$ cat config.mk
export PLATFORM = sky130hd
export DESIGN_NAME = fifo_stream_reader_flat
export DESIGN_NICKNAME = d
export VERILOG_FILES = /design/src/rtl/fifo_stream_reader_pkg.sv /design/src/rtl/fifo_stream_reader_if.sv /design/src/rtl/fifo_stream_reader.sv /design/src/flat_wrapper.sv
export SDC_FILE = /design/constraint.sdc
export NUM_CORES = 1
export LEC_CHECK = 0
export ABC_AREA = 1
export CAP_MARGIN = 10
export CORE_AREA = 2 2 47 60
export CTS_CLUSTER_DIAMETER = 60
export DETAILED_ROUTE_END_ITERATION = 8
export DIE_AREA = 0 0 49 62
export GPL_ROUTABILITY_DRIVEN = 0
export PLACE_DENSITY = 0.85
export SLEW_MARGIN = 25
export SYNTH_ARGS = -nofsm -noshare
export SYNTH_HDL_FRONTEND = slang
export SYNTH_SLANG_ARGS = --single-unit
$ cat constraint.sdc
create_clock -name clk -period 5.05 [get_ports clk]
set_input_delay 1.01 -clock clk [delete_from_list [all_inputs] [get_ports clk]]
set_output_delay 1.01 -clock clk [all_outputs]
set_load 0.01 [all_outputs]
$ cat src/rtl/fifo_stream_reader_pkg.sv
// Shared definitions for the FIFO stream reader: buffer state encodings
// and the output buffer depth.
package fifo_pkg;

   typedef enum logic [1:0] {
      ST_EMPTY = 2'd0,
      ST_ONE   = 2'd1,
      ST_TWO   = 2'd2
   } state_t;

   localparam int BUF_DEPTH = 2;

endpackage

$ cat src/rtl/fifo_stream_reader_if.sv
// Bundles the FIFO read port and the downstream valid/ready stream.
// master: the reader block (pops the FIFO, presents the stream).
// slave:  the surrounding FIFO and downstream consumer.
interface fifo_stream_reader_if #(
   parameter int WIDTH = 8
);

   logic             fifo_empty;
   logic             fifo_rd_en;
   logic [WIDTH-1:0] fifo_rd_data;
   logic             m_valid;
   logic             m_ready;
   logic [WIDTH-1:0] m_data;

   modport master (
      input  fifo_empty,
      input  fifo_rd_data,
      input  m_ready,
      output fifo_rd_en,
      output m_valid,
      output m_data
   );

   modport slave (
      output fifo_empty,
      output fifo_rd_data,
      output m_ready,
      input  fifo_rd_en,
      input  m_valid,
      input  m_data
   );

endinterface

$ cat src/rtl/fifo_stream_reader.sv
// Consumer-side adapter for the synchronous FIFO read port. Pops the FIFO
// (one-cycle read latency) and re-presents the words as a valid/ready
// stream through a head + skid buffer, sustaining one word per cycle.
// Optional feature macro: FIFO_RD_STATS_EN enables the delivered-word
// counter on pop_count; without it pop_count is tied to zero.
module fifo_stream_reader
   import fifo_pkg::*;
#(
   parameter int WIDTH = 8,
   parameter int CNT_W = 16
) (
   input  logic                 clk,
   input  logic                 rst,
   fifo_stream_reader_if.master bus,
   output logic [CNT_W-1:0]     pop_count
);

   state_t           state_q;
   state_t           state_d;
   logic             inflight_q;
   logic [WIDTH-1:0] head_q;
   logic [WIDTH-1:0] head_d;
   logic [WIDTH-1:0] skid_q;
   logic [WIDTH-1:0] skid_d;
   logic             xfer;
   logic             arrival;
   logic [2:0]       level;

   assign bus.m_valid = (state_q != ST_EMPTY);
   assign bus.m_data  = head_q;
   assign xfer        = bus.m_valid & bus.m_ready;
   assign arrival     = inflight_q;

   // Occupancy the buffer will have to absorb: held words plus the word
   // in flight, minus the one leaving now. xfer implies occ>=1, so the
   // 3-bit sum cannot underflow.
   assign level = {1'b0, state_q} + {2'b00, inflight_q} - {2'b00, xfer};

   assign bus.fifo_rd_en = !rst && !bus.fifo_empty && (level < 3'(BUF_DEPTH));

   // Buffer state register, in-flight marker and data registers
   always_ff @(posedge clk) begin
      if (rst) begin
         state_q    <= ST_EMPTY;
         inflight_q <= 1'b0;
         head_q     <= '0;
         skid_q     <= '0;
      end else begin
         state_q    <= state_d;
         inflight_q <= bus.fifo_rd_en;
         head_q     <= head_d;
         skid_q     <= skid_d;
      end
   end

   // Capture arriving words and drain the head on downstream accept
   always_comb begin
      state_d = state_q;
      head_d  = head_q;
      skid_d  = skid_q;
      case (state_q)
         ST_EMPTY: begin
            if (arrival) begin
               head_d  = bus.fifo_rd_data;
               state_d = ST_ONE;
            end
         end
         ST_ONE: begin
            if (arrival && !xfer) begin
               skid_d  = bus.fifo_rd_data;
               state_d = ST_TWO;
            end else if (arrival && xfer) begin
               head_d  = bus.fifo_rd_data;
            end else if (xfer) begin
               state_d = ST_EMPTY;
            end
         end
         ST_TWO: begin
            // Arrival without xfer cannot happen here: the credit check
            // on fifo_rd_en never lets occ+inflight exceed two.
            if (xfer) begin
               head_d = skid_q;
               if (arrival) begin
                  skid_d = bus.fifo_rd_data;
               end else begin
                  state_d = ST_ONE;
               end
            end
         end
         default: begin
            state_d = ST_EMPTY;
         end
      endcase
   end

`ifdef FIFO_RD_STATS_EN
   logic [CNT_W-1:0] pop_count_q;

   // Count words delivered downstream, wrapping naturally
   always_ff @(posedge clk) begin
      if (rst) begin
         pop_count_q <= '0;
      end else if (xfer) begin
         pop_count_q <= pop_count_q + 1'b1;
      end
   end

   assign pop_count = pop_count_q;
`else
   assign pop_count = '0;
`endif

`ifndef SYNTHESIS
   a_no_overflow: assert property (@(posedge clk) disable iff (rst)
      !(state_q == ST_TWO && arrival && !xfer));

   a_no_empty_pop: assert property (@(posedge clk)
      !(bus.fifo_rd_en && bus.fifo_empty));
`endif

endmodule

$ cat src/flat_wrapper.sv
// flat-port wrapper written by rule: the top's interface ports become plain ports
module fifo_stream_reader_flat import fifo_pkg::*;
#(
   parameter int WIDTH = 8,
   parameter int CNT_W = 16
)
  (clk, rst, pop_count, bus_fifo_empty, bus_fifo_rd_data, bus_m_ready, bus_fifo_rd_en, bus_m_valid, bus_m_data);
  fifo_stream_reader_if #(.WIDTH(WIDTH)) bus_i ();
  input  logic clk;
  input  logic rst;
  output logic [CNT_W-1:0] pop_count;
  input wire logic [$bits(bus_i.fifo_empty)-1:0] bus_fifo_empty;
  input wire logic [$bits(bus_i.fifo_rd_data)-1:0] bus_fifo_rd_data;
  input wire logic [$bits(bus_i.m_ready)-1:0] bus_m_ready;
  output wire logic [$bits(bus_i.fifo_rd_en)-1:0] bus_fifo_rd_en;
  output wire logic [$bits(bus_i.m_valid)-1:0] bus_m_valid;
  output wire logic [$bits(bus_i.m_data)-1:0] bus_m_data;
  assign bus_i.fifo_empty = bus_fifo_empty;
  assign bus_i.fifo_rd_data = bus_fifo_rd_data;
  assign bus_i.m_ready = bus_m_ready;
  assign bus_fifo_rd_en = bus_i.fifo_rd_en;
  assign bus_m_valid = bus_i.m_valid;
  assign bus_m_data = bus_i.m_data;
  fifo_stream_reader #(.WIDTH(WIDTH), .CNT_W(CNT_W)) u_core (.clk(clk), .rst(rst), .bus(bus_i), .pop_count(pop_count));
endmodule
; Word-level counts from Yosys, hierarchy flattened
; Cells that the tools add are included.
[classes]
order_cmp = 1
reduce_logical = 14
n_mux = 15
eq_ne = 11
add_sub_neg = 2
bitwise = 1
[op_table]
columns = op, n
row1 = $mux 8, 6
row2 = $pmux 8 s3, 1
row3 = $pmux 8 s2, 1
row4 = $mux 2, 6
row5 = $ne 2x1->1 const B, 5
row6 = $reduce_and 5->1, 2
row7 = $pmux 2 s3, 1
row8 = $logic_and 1x1->1, 4
row9 = $ne 2x2->1 const B, 2
row10 = $reduce_and 4->1, 1
row11 = $reduce_bool 2->1, 2
row12 = $add 2x1->3, 1
row13 = $logic_not 1->1, 3
row14 = $lt 3x2->1 const B, 1
row15 = $ne 3x1->1 const B, 1
row16 = $ne 3x2->1 const B, 1
row17 = $reduce_bool 3->1, 1
row18 = $sub 3x1->3, 1
row19 = $eq 2x1->1 const B, 1
row20 = $eq 2x2->1 const B, 1
row21 = $logic_not 2->1, 1
row22 = $and 1x1->1, 1
[word_totals]
elab_cells = 48
output_inout_bits = 26
ff_bits = 19
inputBits = 12

; Depth between registers and ports, before layout
; Gate-level depths: netlist of run 1.
[depth]
ltp_word = 6
depth_mapped = 9
depth_no_buf = 8

; Worst setup path before layout of run 1
; No wires, ideal clock.
[synth_path]
path_kind = input to output
startpoint = input bus_m_ready
endpoint = output bus_fifo_rd_en
t_required_ns = 4.040
t_arrival_ns = 2.139
slack_ns = 1.901
path_buffers = 0
path_stages = 6
path_cell_list = inv_2 nor2_4 o21ai_0 fa_1 nand2_1 nor3_1
[synth_via]
elab_chain_len = 4
[synth_lines]
columns = element, line_no
row1 = from (decl), flat_wrapper.sv:14  ; input wire logic [$bits(bus_i.m_ready)-1:0] bus_m_ready;
row2 = $and 1x1->1, fifo_stream_reader.sv:31  ; assign xfer = bus.m_valid & bus.m_ready;
row3 = $sub 3x1->3, fifo_stream_reader.sv:37  ; assign level = {1'b0, state_q} + {2'b00, inflight_q} - {2'b00, xfer};
row4 = $lt 3x2->1, fifo_stream_reader.sv:39  ; assign bus.fifo_rd_en = !rst && !bus.fifo_empty && (level < 3'(BUF_DEPTH));
row5 = $logic_and 1x1->1, fifo_stream_reader.sv:39
row6 = to (decl), flat_wrapper.sv:15  ; output wire logic [$bits(bus_i.fifo_rd_en)-1:0] bus_fifo_rd_en;
; Every way passes these cells.

; Final worst setup path of run 1
; Ends and elaborated chain as after synthesis.

==> metrics, run 1 <==
largest net degree at the start of global routing 17; DP HPWL 1440 um; Synth Instances 157; Post-CTS Hold Buffers 0; # setup viols final 0; Initial DRC Count 10; Area after DPL 1230 um2; Routed WL per cell 8.84 um; Post-Layout Cell Count 211; Period minus WS final 4.25 ns; Psw 0.0831 mW; depth of the worst hold-timing path 2; fraction of layout cells with a size suffix above 1 8.47%; pwr/cell area 238 nW/um2; first-pass GRT wire length 3020 um; Pint 0.217 mW; synth warn 0; clock share of power 25.1%; pre-CTS setup slack 0.793 ns; worst hold slack 0.487 ns; Tot GR Track Use 12.5%; Setup Skew 0.00154 ns; dpl cells 207; # port buffers 21; DIE AREA 3040 um2; starting density of the core 42.2%; Die Span Y 62 um; Synth Cell Area 1080 um2; n_diodes 0; FMAX 235 MHz; Mapped Avg Cell Area 6.85 um2; Core Area 2550 um2; area grow syn2layout 17.2%; Final Net Count 191; H-tree depth 1; DRC Markers 0; CP Max Fanout 4; Via density 4.43; initial antenna violation count 0; RSZ-0062 raised after global routing no; Total Negative Setup Slacks 0 ns; routed vias 934; Setup Buffers After CTS 0; num rows 21; fin area 1260 um2; worst vdd ir 84.4 uV; status completed; Post-Route WL 1870 um; post-synthesis sequential area ratio 35.3%; total CTS buffers 3; first-pass iteration count of the detailed router 4; CP Data Required Time 4.04 ns; vias in the first global route 763; crit start category input pin; maxcap violations 0; Synth Register Bits 19; switching part of the total power 27.7%; io pins 38; Distinct cells, synth 21; Final Slew Violations 0; Final Power 0.300 mW; Sink Count 19; Root Buffer clkbuf_4; power share of the sequential group 54.3%; final setup margin 0.803 ns; GR Overflow Total 0; maximum root-to-sink buffer count 2; CP Class input pin to output port; final hold vios 0; LEAKAGE 0.554 nW; DIE WIDTH 49 um; Logic pwr share 20.7%; WP data arrival 3.24 ns; fin crit share 84.1%; worst-skew pair later-pin latency 0.29 ns; Worst Hold Class flop to flop; final core occ 49.5%; Post-DRT Antenna Nets 0; Critical Path End Type output port; clk slew on worst S/H paths 0.10 ns; CTS resizes 0; R2R cell count 6; CTS tree built
## power groups by stage
stage,registers [mW],clock network (mW),logic (mW)
3_3_place_gp,0.166,0,0.0610
3_5_place_dp,0.166,0,0.0619
4_1_cts,0.163,0.0768,0.0623
2_1_floorplan,0.167,0,0.0460
5_1_grt,0.164,0.0841,0.0696
6_report,0.163,0.0751,0.0619
## area by class of cell
cell class	count	area (um2)
sequential	19	380
multi-input combinational	117	542
timing repair buffer	21	210
inverter	16	60.1
tap	34	42.5
clock buffer	4	26.3
fill	281	1290
## worst max-delay path: stages
cell and delay, ns:
clkdlybuf4s50_1 0.56, inv_2 0.08, nor2_4 0.17, o21ai_0 0.13
fa_1 0.50, nand2_1 0.06, nor3_1 0.18, clkdlybuf4s50_1 0.55
## cell usage after synthesis, drive strengths merged
library cell	instances	area, um2
nand2	47	196
buf	18	143
dfxtp	19	380
nor3	2	10.0
a21oi	10	50.1
conb	1	3.75
o21ai	9	45.0
xor2	1	8.76
inv	16	60.1
nor2	19	81.3
nand3	12	70.1
clkbuf	2	7.51
fa	1	20.0
## layout by cell type, fill, tap and decap left out, types with 2 or more instances in the layout
| master | instances |
|---|---|
| o21ai_1 | 8 |
| conb_1 | 16 |
| nor3_1 | 2 |
| nor2_1 | 17 |
| clkdlybuf4s50_1 | 21 |
| clkbuf_4 | 3 |
| nand3_1 | 10 |
| a21oi_1 | 10 |
| inv_1 | 12 |
| nand2_2 | 2 |
| nand2_4 | 2 |
| inv_2 | 4 |
| dfxtp_1 | 19 |
| nand2_1 | 43 |
| nand3_2 | 2 |
## flip-flops by register name (all words and copies together), names as in the netlist
| register | flops |
|---|---|
| u_core.skid_q | 8 |
| u_core.state_q | 2 |
| u_core.bus.m_data | 8 |
| u_core.arrival | 1 |
## kinds of logic after synthesis
logic type,count (synthesis),synth area share (%)
XOR/XNOR,1,0.814
AND/OR/NAND/NOR,80,33.3
buffers and inverters,36,19.5
other,1,0.349
adder cells (fa/ha/maj),1,1.86
AO/OA/AOI/OAI,19,8.84
flip-flops,19,35.3
## metal layers
metal  routed length [um]  global-route usage, %  part of all wire, %  up-vias
met5                    0                      0                    0        -
met2                  985                   24.7                   53       26
li1                     -                      -                    -      494
met4                   19                   6.12                  1.0        0
met3                   77                   1.67                  4.1        2
met1                  784                   13.4                   42      412
## path summary, 6_finish.rpt
path	from	to	slack, ns
max	bus_m_ready	bus_fifo_rd_en	0.80
min	u_core.bus.m_data[6]	u_core.bus.m_data[6]	0.49
max reg2reg	u_core.state_q[1]	u_core.arrival	3.37
min reg2reg	u_core.bus.m_data[6]	u_core.bus.m_data[6]	0.49
Note: power is estimated with default switching activity, not from simulation.
==> inputs of run 2 (changes only) <==
Settings changed: CORE_AREA 2 2 47 60 to 2 2 48 61, DIE_AREA 0 0 49 62 to 0 0 50 63, PLACE_DENSITY 0.85 to 0.82.
Clock period 5.05 ns to 4.4 ns, I/O delays scaled along.
==> metrics, run 2 (synthesized netlist as in run 1, its figures left out) <==
CP Class input pin to output port; Worst Hold Class flop to flop; largest net degree at the start of global routing 17; critical path, cell by cell clkdlybuf4s50_1 -> inv_2 -> nor2_4 -> o21ai_0 -> fa_1 -> nand2_1 -> nor3_1 -> clkdlybuf4s50_1; CTS tree built; CP Data Required Time 3.52 ns; fraction of layout cells with a size suffix above 1 9.04%; Core Area 2600 um2; FMAX 250 MHz; io pins 38; num rows 21; initial antenna violation count 0; GR Overflow Total 0; clock share of power 25.7%; total CTS buffers 3; R2R Setup Slk 2.72 ns; Sink Count 19; Logic pwr share 20.4%; Via density 4.32; maximum root-to-sink buffer count 2; DRC Markers 0; Setup Buffers After CTS 0; clk slew on worst S/H paths 0.11 ns; filler cell count in the final layout 271; crit start category input pin; storage element area 380 um2; Routed WL per cell 8.62 um; maxcap violations 0; worst vdd ir 141 uV; DIE AREA 3150 um2; starting density of the core 41.4%; Psw 0.0994 mW; CP max stage delay 0.55 ns; Die Span Y 63 um; Period minus WS final 3.99 ns; crit path max-delay cell type clkdlybuf4s50_1; Setup Skew 0.00357 ns; routed vias 912; Pint 0.247 mW; n_diodes 0; first-pass iteration count of the detailed router 4; pre-CTS setup slack 0.396 ns; LEAKAGE 0.556 nW; first-pass GRT wire length 2960 um; # port buffers 21; most common cell after layout, fill and taps aside nand2_1; most frequent cells in the layout 43 x nand2_1, 21 x clkdlybuf4s50_1, 19 x dfxtp_1, 17 x nor2_1, 16 x conb_1; Tot GR Track Use 11.9%; switching part of the total power 28.7%; Final Power 0.347 mW; CP Max Fanout 4; worst-skew pair later-pin latency 0.30 ns; Total Negative Setup Slacks 0 ns; crit path buf inv count 3; area of the multi-input gates 542 um2; pwr/cell area 275 nW/um2; CP delay by family, top buffers and inverters; most frequent CP cell clkdlybuf4s50_1; Final Slew Violations 0; vias in the first global route 753; area grow syn2layout 17.3%; final setup margin 0.406 ns; DP HPWL 1410 um; # setup viols final 0; Post-Route WL 1820 um; Critical Path End Type output port; WP data arrival 3.11 ns; power share of the sequential group 53.9%; final hold vios 0; Initial DRC Count 17; DIE WIDTH 50 um; Root Buffer clkbuf_4; H-tree depth 1; Final Net Count 191; Post-DRT Antenna Nets 0; RSZ-0062 raised after global routing no; CTS resizes 0; Post-CTS Hold Buffers 0; fin crit share 90.8%; status completed
[run 2: cell count changes in the layout (fill, tap and decap cells not counted), sizes merged]
cell | previous run | this run
clkbuf | 4 | 3
clkinv | 0 | 1
[run 2: area by class of cell]
class | count | area share [%]
well taps | 34 | 3.37
clock inverters | 1 | 0.396
repair buffers | 21 | 16.7
multi-input cells | 117 | 42.9
clock buffers | 3 | 1.78
flip-flops and latches | 19 | 30.1
inverters | 16 | 4.76
[run 2: worst paths after layout]
path                                            from                    to  cells past startpoint
worst min register to register  u_core.bus.m_data[6]  u_core.bus.m_data[6]                      2
worst min-delay path            u_core.bus.m_data[6]  u_core.bus.m_data[6]                      2
worst max register to register     u_core.state_q[1]        u_core.arrival                      6
worst max-delay path                     bus_m_ready        bus_fifo_rd_en                      8
[run 2: routing by layer]
metal	track usage, %	routed length, um
met5	0	0
met4	8.33	40
met3	0.718	64
met2	21.2	926
met1	13.1	787
[run 2: worst reg2reg max path, stage by stage, from the launching register on]
cell	delay, ns
dfxtp_1	0.48
nand2_4	0.11
nor2_4	0.15
o21ai_0	0.13
fa_1	0.51
nand2_1	0.07
nor3_1	0.17
[run 2: stage by stage]
step	std cells	hold slack, ns	utilization (%)	instance area (um2)
floorplan	172	0.454	-	1130
global placement	207	0.462	47.5	1230
detailed placement	207	0.474	47.5	1230
CTS	211	0.492	48.5	1260
global route	211	0.513	48.5	1260
finish	211	0.488	48.5	1260
[run 2: power groups by stage]
stage | combinational, mW | clock (mW) | sequential [mW]
after global placement | 0.0702 | 0 | 0.191
after global routing | 0.0790 | 0.0994 | 0.189
after CTS | 0.0711 | 0.0915 | 0.187
after detailed placement | 0.0708 | 0 | 0.191
final | 0.0707 | 0.0891 | 0.187
after floorplan | 0.0528 | 0 | 0.192
==> inputs of run 3 (changes only) <==
Settings changed: CAP_MARGIN 10 to 20.
==> results of run 3 <==
Same layout as run 2: the final DEF is identical, and so are final timing and power.
==> edit, RTL diff (settings of run 1) <==
`CNT_W` is set to 16 in 2 places; all go to 32.
--- a/src/rtl/fifo_stream_reader.sv
+++ b/src/rtl/fifo_stream_reader.sv
@@ -9,3 +9,3 @@
    parameter int WIDTH = 8,
-   parameter int CNT_W = 16
+   parameter int CNT_W = 32
 ) (
--- a/src/flat_wrapper.sv
+++ b/src/flat_wrapper.sv
@@ -4,3 +4,3 @@
    parameter int WIDTH = 8,
-   parameter int CNT_W = 16
+   parameter int CNT_W = 32
 )
Interface: changed (resized pop_count); port bits go from 38 to 54. The function was not compared with the original's and may differ.
==> edit against run 1 <==
- sequential cell count stayed put
- total power is 1.7% higher
- critical endpoint unchanged
- wire length is 1.3% higher
- final area is 4.9% higher
- synthesized area is 11% higher
- worst setup slack worse by 0.0089 ns
- sequential share of layout area is 1.4 points lower
- critical path type unchanged
==> edit: results (changes against run 1) <==
Route
  – Routed wl met2: 955 um (was 985 um)
  – DR top layer: met4 (unchanged)
  – Total wire length: 1890 um (was 1870 um)
  – Drt first pass iters: 4 (unchanged)
  – DRT iter0 DRCs: 16 (was 10)
  – DR vias: 946 (was 934)
  – Met3 WL: 110 um (was 77 um)
  – Met1 WL: 806 um (was 784 um)

Global route
  – First-pass GRT wire length: 2910 um (was 3020 um)
  – Antenna violations before repair: 0 (unchanged)
  – GRT Total Usage: 0.122 (was 0.125)
  – Pin count of the biggest net entering global routing: 17 (unchanged)
  – Vias in the first global route: 721 (was 763)

STA
  – Final setup violation count: 0 (unchanged)
  – Clock Skew: 0.00151 ns (was 0.00154 ns)

Layout
  – Nets: 207 (was 191)
  – Fraction of layout instances using a drive strength above 1: 0.0829 (was 0.0847)
  – Ant. Diodes: 0 (unchanged)

Synth
  – Cell variety after synth: 21 (unchanged)
  – Ys async rst share: 0 (unchanged)
  – Top cells by area, synth: dfxtp_1 (32%), buf_4 (20%), nand2_1 (13%) (was dfxtp_1 (35%), nand2_1 (15%), buf_4 (11%))
  – Commonest cells post-synth: nand2_1 (43), buf_4 (32), dfxtp_1 (19), nor2_1 (17), inv_1 (12) (was nand2_1 (43), dfxtp_1 (19), nor2_1 (17), buf_4 (16), inv_1 (12))
  – Post-synth top area cell: dfxtp_1 (unchanged)
  – Synth Flop Type: dfxtp_1 (unchanged)
  – Yosys synthesis warning count: 0 (unchanged)
  – Seq/Total Area, Yosys: 0.318 (was 0.353)

Hold path
  – WHS Path Cells: 2 (unchanged)
  – Worst min path class: reg -> reg (unchanged)

Worst setup path
  – Crit path arrival time: 3.25 ns (was 3.24 ns)
  – CP max FO: 4 (unchanged)
  – R2R depth: 6 (unchanged)

CTS
  – Clock slew at reported path FFs: 0.10 ns (about the same)
  – TritonCTS Buffers: 3 (unchanged)
  – Root Driver: clkbuf_4 (unchanged)
  – Clk Latency, worst-skew pair: 0.29 ns (about the same)
  – CTS resizes: 0 (unchanged)
  – Htree depth: 1 (unchanged)
  – Buffer count from post-CTS setup fixing: 0 (unchanged)
  – Clk buf depth: 2 (unchanged)

Place
  – HPWL Detailed: 1500 um (was 1440 um)
  – Setup slack at placement: 0.783 ns (was 0.793 ns)
  – PortBufs: 21 (unchanged)

Power and ir drop
  – Leakage: 0.608 nW (was 0.554 nW)
  – Worst vdd ir: 0.0899 mV (was 0.0844 mV)

Outcome
  – Status: complete, no violations (unchanged)
## edit: cell types whose count changed in the layout (fill, tap and decap cells not counted)
cell | run 1 | this run
clkbuf_1 | 1 | 0
clkinv_2 | 0 | 1
conb_1 | 16 | 32
## edit: kinds of logic after synthesis
group                      count (synthesis)  share of synthesized area
and+or+nand+nor                           80                      0.299
xor gates and xnor gates                   1                    0.00732
DFF                                       19                      0.318
other                                      1                    0.00314
adders and majority gates                  1                     0.0167
AOI/OAI and AO/OA                         19                     0.0795
buffers and inverters                     52                      0.276
## edit: through the flow
stage               hold slack, ns  power (mW)  std cells  utilization  cell area (sq um)
finish                       0.487       0.305        227        0.519               1320
global route                 0.510       0.321        227        0.519               1320
floorplan                    0.454       0.228        204            -               1310
global placement             0.462       0.233        223        0.508               1290
detailed placement           0.472       0.233        223        0.508               1290
CTS                          0.489       0.308        227        0.519               1320
## edit: power breakdown
part	total (mW)	switching, mW	internal, mW
sequential	0.163	0.00564	0.157
clock	0.0749	0.0454	0.0294
combinational	0.0671	0.0385	0.0286
## edit: routing by layer
layer,vias to the layer above,GRT usage
met3,2,0.0120
met2,38,0.221
met4,0,0.0571
met5,-,0
li1,509,-
met1,397,0.148
## edit: final cells by class
type,count,area [sq um]
timing repair buffer,21,210
clock buffer,3,22.5
fill,272,1230
inverter,16,60.1
clock inverter,1,5.00
tap,34,42.5
multi-input combinational,133,602
sequential,19,380
## edit: worst paths after layout
path	start	end	slack (ns)
setup / recovery	bus_m_ready	bus_fifo_rd_en	0.79
setup reg to reg	u_core.state_q[1]$_SDFFE_PP0P_	u_core.arrival$_SDFF_PP0_	3.35
hold reg to reg	u_core.bus.m_data[6]$_SDFFE_PP0P_	u_core.bus.m_data[6]$_SDFFE_PP0P_	0.49
hold / removal	u_core.bus.m_data[6]$_SDFFE_PP0P_	u_core.bus.m_data[6]$_SDFFE_PP0P_	0.49
## edit: critical path, stage by stage
cell	delay [ns]
clkdlybuf4s50_1	0.54
inv_2	0.07
nor2_4	0.17
o21ai_0	0.13
fa_1	0.51
nand2_1	0.07
nor3_1	0.19
clkdlybuf4s50_1	0.56
